[src/rtl/bsg_wormhole_router_pkg.sv]
// Shared wormhole types: header layout {len, cord}, link-side FSM states and the flit-count helper.
// Used by the input adapter and the packet assembler so both agree on framing.
`define DECLARE_BSG_WORMHOLE_ROUTER_HEADER_S(cord_width_mp, len_width_mp, struct_name_mp) \
  typedef struct packed { \
    logic [len_width_mp-1:0]  len; \
    logic [cord_width_mp-1:0] cord; \
  } struct_name_mp

package bsg_wormhole_router_pkg;

  typedef enum logic {eRecv, eValid} wormhole_state_e;

  // Number of flits needed to carry a packet of the given width (ceiling divide).
  function automatic int max_num_flit(input int packet_width, input int flit_width);
    return (packet_width + flit_width - 1) / flit_width;
  endfunction

endpackage

[src/rtl/bsg_wormhole_packet_assembler.sv]
// Reassembles wormhole flits into one packet word; v_o rises 1 cycle after the last flit, link stalls while v_o is held.
// Length check against slot count is built only with BSG_WORMHOLE_PACKET_ASSEMBLER_LEN_CHECK_EN.
module bsg_wormhole_packet_assembler
  import bsg_wormhole_router_pkg::*;
#(
  parameter int flit_width_p        = 8,
  parameter int cord_width_p        = 4,
  parameter int len_width_p         = 2,
  parameter int max_payload_width_p = 17,
  localparam int max_packet_width_lp = max_payload_width_p + len_width_p + cord_width_p,
  localparam int max_num_flit_lp     = max_num_flit(max_packet_width_lp, flit_width_p)
) (
  input  logic                           clk_i,
  input  logic                           reset_i,
  input  logic [flit_width_p+1:0]        link_i,
  output logic [flit_width_p+1:0]        link_o,
  output logic [max_packet_width_lp-1:0] packet_o,
  output logic                           v_o,
  input  logic                           yumi_i,
  output logic                           error_o
);

  localparam int cnt_width_lp = (len_width_p > 1) ? len_width_p : 1;
  localparam int buf_width_lp = max_num_flit_lp * flit_width_p;

  typedef struct packed {
    logic                    v;
    logic                    ready_and_rev;
    logic [flit_width_p-1:0] data;
  } link_sif_s;

  `DECLARE_BSG_WORMHOLE_ROUTER_HEADER_S(cord_width_p, len_width_p, header_s);

  link_sif_s link_in, link_out;
  header_s   hdr;

  wormhole_state_e          state_q, state_d;
  logic [cnt_width_lp-1:0]  count_q, count_d;
  logic [cnt_width_lp-1:0]  len_q, len_d;
  logic [buf_width_lp-1:0]  buf_q, buf_d;
  logic                     hdr_oversize;

  assign link_in      = link_i;
  assign link_o       = link_out;
  assign hdr          = link_in.data[cord_width_p+len_width_p-1:0];
  assign hdr_oversize = (int'(hdr.len) > max_num_flit_lp - 1);

  always_comb begin
    state_d = state_q;
    count_d = count_q;
    len_d   = len_q;
    buf_d   = buf_q;
    case (state_q)
      eRecv: begin
        if (link_in.v) begin
          if (count_q == '0) begin
            // Header clears the whole buffer so short packets never show stale upper slots.
            buf_d                   = '0;
            buf_d[flit_width_p-1:0] = link_in.data;
            len_d                   = cnt_width_lp'(hdr.len);
            if (hdr.len == '0) state_d = eValid;
            else               count_d = cnt_width_lp'(1);
          end else begin
            // Slots past the buffer simply match no index, so oversized bodies are consumed and dropped.
            for (int k = 1; k < max_num_flit_lp; k++) begin
              if (k == int'(count_q)) buf_d[k*flit_width_p +: flit_width_p] = link_in.data;
            end
            if (count_q == len_q) begin
              state_d = eValid;
              count_d = '0;
            end else begin
              count_d = count_q + cnt_width_lp'(1);
            end
          end
        end
      end
      eValid: if (yumi_i) state_d = eRecv;
      default: state_d = eRecv;
    endcase
  end

  always_ff @(posedge clk_i or posedge reset_i) begin
    if (reset_i) begin
      state_q <= eRecv;
      count_q <= '0;
      len_q   <= '0;
      buf_q   <= '0;
    end else begin
      state_q <= state_d;
      count_q <= count_d;
      len_q   <= len_d;
      buf_q   <= buf_d;
    end
  end

  wire hdr_accept = link_in.v && (state_q == eRecv) && (count_q == '0);

`ifdef BSG_WORMHOLE_PACKET_ASSEMBLER_LEN_CHECK_EN
  logic err_q, err_d;

  always_comb begin
    err_d = err_q;
    if (hdr_accept && hdr_oversize) err_d = 1'b1;
  end

  always_ff @(posedge clk_i or posedge reset_i) begin
    if (reset_i) err_q <= 1'b0;
    else         err_q <= err_d;
  end

`ifndef SYNTHESIS
  always_ff @(posedge clk_i) begin
    if (!reset_i && hdr_accept && hdr_oversize)
      $error("wormhole packet assembler: header len %0d exceeds %0d body flits", hdr.len, max_num_flit_lp - 1);
  end
`endif

  assign error_o = err_q;
`else
  assign error_o = 1'b0;
`endif

  always_comb begin
    link_out               = '0;
    link_out.ready_and_rev = (state_q == eRecv);
  end

  assign v_o      = (state_q == eValid);
  assign packet_o = buf_q[max_packet_width_lp-1:0];

  logic unused;
  assign unused = ^{link_in.ready_and_rev, hdr.cord, hdr_oversize, hdr_accept, buf_q};

endmodule
[config.mk]
export PLATFORM = sky130hd
export DESIGN_NAME = bsg_wormhole_packet_assembler
export DESIGN_NICKNAME = d
export VERILOG_FILES = /design/src/rtl/bsg_wormhole_router_pkg.sv /design/src/rtl/bsg_wormhole_packet_assembler.sv
export SDC_FILE = /design/constraint.sdc
export NUM_CORES = 1
export LEC_CHECK = 0
export CAP_MARGIN = 0
export CORE_MARGIN = 1
export CORE_UTILIZATION = 30
export CTS_CLUSTER_SIZE = 10
export DETAILED_ROUTE_END_ITERATION = 10
export PLACE_DENSITY_LB_ADDON = 0.1
export SYNTH_ARGS = -nofsm -noshare
export SYNTH_HDL_FRONTEND = slang
export SYNTH_SLANG_ARGS = --single-unit
[constraint.sdc]
create_clock -name clk_i -period 1.73 [get_ports clk_i]
set_input_delay 0.4325 -clock clk_i [delete_from_list [all_inputs] [get_ports clk_i]]
set_output_delay 0.4325 -clock clk_i [all_outputs]
set_load 0.01 [all_outputs]
# Word level (Yosys, flattened, before mapping)

Cells that the tools add are included.

ROM bits: 0
Register bits: 28
Bits in writable memories: 0
Memories kept: 0
Logic and storage cells: 32
Latch bits: 0
Output and inout port bits: 35

Magnitude comparators: 0
Add/subtract/negate cells: 1
Divide/modulo/power cells: 0
Reduce and logical (&&, ||, !) cells: 8
Equality and inequality tests: 4
Shift operators: 0
Bitwise gates (word level): 1
Multiply operators: 0
Muxes and demuxes: 12

Operators by type and width:

| cell                  | count |
|---|---|
| $mux W15              | 1 |
| $reduce_and A3 Y1     | 4 |
| $mux W8               | 1 |
| $mux W7               | 1 |
| $mux W2               | 3 |
| $mux W1               | 5 |
| $eq A2 B2 Y1 const A  | 2 |
| $logic_not A2 Y1      | 2 |
| $reduce_bool A2 Y1    | 2 |
| $add A2 B1 Y2 const B | 1 |
| $eq A2 B2 Y1          | 1 |
| $ne A2 B2 Y1 const B  | 1 |
| $pmux W1 S2           | 1 |
| $not A1 Y1            | 1 |

# Longest topological paths before layout

Word-level depth: 5
Depth in mapped cells: 6

# Worst setup path after synthesis

OpenSTA, ideal clock, no wires.

Kind: register to register
Start point: reg count_q[0]
End point: reg buf_q[16]
Data required time: 1605 ps
Library setup time: 125 ps
Buffers on the path: 0
Data arrival time: 1308 ps
Stages on the path, launching flop included: 6
Path slack: 298 ps
Path through: dfrtp_1 inv_1 ha_1 nor2_4 nor2_8 mux2_2

Longest elaborated chain between the ends: 3

Ends and longest elaborated chain:

| what                                             | RTL line                            | source |
|---|---|---|
| start: declaration                               | bsg_wormhole_packet_assembler.sv:38 | `logic [cnt_width_lp-1:0] count_q, count_d;` |
| start signal: assignment                         | bsg_wormhole_packet_assembler.sv:90 | `count_q <= count_d;` |
| $eq A2 B2 Y1 or $logic_not A2 Y1 (tied branches) | n/a                                 |  |
| $reduce_bool A2 Y1 (no source line)              | n/a                                 |  |
| $reduce_and A3 Y1 (no source line)               | n/a                                 |  |
| end signal: assignment                           | bsg_wormhole_packet_assembler.sv:92 | `buf_q <= buf_d;` |
| end: declaration                                 | bsg_wormhole_packet_assembler.sv:40 | `logic [buf_width_lp-1:0] buf_q, buf_d;` |

Parallel ways exist; a longest one is shown, timed or not.
A chain may end at the register's enable or synchronous reset.

==> results.py <==
metrics = {
    "synthesis": {
        "synth-seq-area-share_pct": 50.5,
        "synth_edf_count": 0,
        "synth_cells": 98,
        "syn_area_mm2": 0.00129,
        "async_reset_ff_share_pct": 100,
        "yosysUniqueCellTypes": 26,
        "synth-seq-cells": 26,
        "synthFlopType": "dfrtp_1",
        "syn_area_per_cell_um2": 13.2,
        "synth_warnings": 0,
    },
    "placement": {
        "post-dp-hpwl_mm": 1.84,
        "portBuffers": 36,
        "gp_congestion": 0.728,
        "pre_cts_slack_ns": -0.112,
        "dp.cells": 187,
    },
    "critical_path": {
        "r2r_end": "buf_q[8]",
        "cp_cell_sequence": "clkdlybuf4s50_1",
        "worst_ep_required_time_ns": 1.30,
        "worstRegToRegCells": 5,
        "worstPathBufferInverterCount": 1,
        "worstSetupPathType": "flip-flop to output port",
        "start_kind": "flip-flop",
        "cp_top_family": "buffers and inverters",
        "cp_data_arrival_time_ns": 1.23,
        "worstReg2RegStart": "count_q[1]",
        "reg2reg_slack_ns": 0.15,
        "slowest_delay_ns": 0.56,
        "crit_fanout": 3,
        "slowest_stage": "clkdlybuf4s50_1",
        "end_kind": "output port",
    },
    "grt": {
        "antenna_found_initial": 0,
        "track_usage_pct": 13.2,
        "grt_overflow": 0,
        "grt_pass1_vias": 899,
        "grt_max_degree": 27,
        "grt_pass1_wl_mm": 4.25,
    },
    "sta": {
        "clock_skew_ns": 0.00202,
        "drv_slew": 0,
        "fin_ws_ns": 0.0631,
        "hold_slack_ns": 0.512,
        "layout_min_cycle_time_ns": 1.67,
        "setup_viol": 0,
        "fmax_ghz": 0.600,
        "rsz0062_at_grt": "false",
        "hold_violations": 0,
        "period_share_pct": 96.4,
        "setup_tns_ns": 0,
    },
    "floorplanning": {
        "die_w_um": 67.5,
        "start_util_pct": 31.8,
        "fp-row-count": 23,
        "dieArea_mm2": 0.00456,
        "io_pins": 48,
        "core_mm2": 0.00406,
        "die_y_um": 67.5,
    },
    "detailed_routing": {
        "initialDrtViolationCount": 29,
        "wl_per_cell_um": 13.5,
        "drc": 0,
        "vias": 850,
        "viasPerCell": 4.40,
        "wl_mm": 2.60,
        "dr.pass1.iters": 2,
        "antenna_left": 0,
    },
    "clock_network": {
        "clk_pin_slew_worst_paths_ns": 0.09,
        "cts_sinks": 26,
        "cts_made_buffers": 3,
        "cts_max_level": 1,
        "root_buffer": "clkbuf_8",
        "clockBufferDepth": 2,
        "clk_latency_ns": 0.27,
        "postCtsHoldBufs": 0,
        "cts_tree": "yes",
    },
    "power_and_ir_drop": {
        "seqPwrFrac_pct": 31.2,
        "internal_power_mw": 2.26,
        "p_per_area_mw_per_mm2": 1890,
        "clockPowerShare_pct": 15.2,
        "p_switching_mw": 1.13,
        "pwr-share-comb_pct": 53.7,
        "swShare_pct": 33.4,
        "vdd_drop_max_v": 0.000580,
        "p_leak_nw": 0.801,
    },
    "cells_and_area": {
        "fillCellCount": 386,
        "fin_nets": 161,
        "instances_no_fill": 193,
        "drive_above_1_share_pct": 29.4,
        "synthToLayoutAreaGrowth_pct": 39.0,
        "diodes": 0,
    },
    "run_status": {
        "outcome": "complete, no violations",
    },
    "hold_path": {
        "hold_class": "input port to asynchronous set/reset pin",
    },
    "job": {
        "cap_violations": 0,
    },
}
[power by group through the flow]
stage               Sequential (mW)  Clock (mW)  Combinational [mW]
floorplan                      1.19           0               0.902
global placement               1.06           0                1.80
detailed placement             1.08           0                1.81
CTS                            1.07       0.531                1.81
global route                   1.10       0.557                2.00
finish                         1.06       0.515                1.82
[through the flow]
| step | power [mW] | area, um^2 | util, % |
|---|---|---|---|
| floorplan | 2.10 | 1320 | - |
| global placement | 2.86 | 1700 | 41.9 |
| detailed placement | 2.89 | 1700 | 41.9 |
| CTS | 3.41 | 1770 | 43.6 |
| global route | 3.66 | 1790 | 44.2 |
| finish | 3.39 | 1790 | 44.2 |
[how the worst max path moves through the flow]
stage,startpoint,to,cells past startpoint
2_1_floorplan,count_q[0],buf_q[16],5
3_3_place_gp,link_i[9],buf_q[10],5
3_5_place_dp,link_i[9],buf_q[16],5
4_1_cts,len_q[0],packet_o[4],1
5_1_grt,len_q[0],packet_o[4],1
6_report,len_q[0],packet_o[4],1
[timing repair]
item                       CTS  global route
buffers inserted             0             2
setup endpoints to repair    1            12
gates resized for setup      1             2
hold endpoints to repair     0             0
[layout make-up]
type	count	area, um^2	share of cell area (%)
inverters	7	26.3	1.47
clock buffers	3	41.3	2.30
multi-input cells	62	562	31.4
repair buffers	44	419	23.4
clock inverters	1	30.0	1.68
well taps	50	62.6	3.49
flip-flops and latches	26	651	36.3
[placed cells by master, fill, tap and decap left out, types with 3 or more instances in the layout]
| master | synthesis | final |
|---|---|---|
| clkbuf_8 | 0 | 3 |
| inv_1 | 7 | 7 |
| ha_1 | 4 | 3 |
| conb_1 | 1 | 10 |
| clkdlybuf4s50_1 | 0 | 35 |
| mux2_2 | 22 | 22 |
| and2b_1 | 3 | 3 |
| dfrtp_1 | 26 | 26 |
| nor2b_1 | 4 | 4 |
| buf_4 | 10 | 8 |
[cells in the mapped netlist (2+ instances only)]
cell | number | share of area (%)
nor2b_1 | 4 | 1.9
mux2_2 | 22 | 19
inv_1 | 7 | 2.0
nor2_8 | 2 | 3.1
and2b_1 | 3 | 1.7
ha_1 | 4 | 3.9
xnor2_1 | 2 | 1.4
buf_4 | 10 | 5.8
nor2_4 | 2 | 1.7
dfrtp_1 | 26 | 50
[metal layers]
layer | vias to the layer above | track usage [%] | wire length [um]
met1 | 408 | 16.3 | 1150
met5 | - | 0 | 0
met4 | 0 | 5.59 | 42
met3 | 5 | 3.38 | 164
li1 | 404 | - | -
met2 | 33 | 21.5 | 1240
[state kept, by name, summed over array words and instances, names as in the netlist]
name     flops
count_q      2
len_q        1
v_o          1
buf_q       22
[logic make-up after synthesis]
kind of cell | synth area share, %
multiplexers | 19.2
other | 0.291
flip-flops | 50.5
buffers and inverters | 9.13
XOR/XNOR | 1.36
AND/OR/NAND/NOR | 11.7
AO/OA/AOI/OAI | 3.98
adder cells (fa/ha/maj) | 3.88
Power figures use the tool's default switching activity.
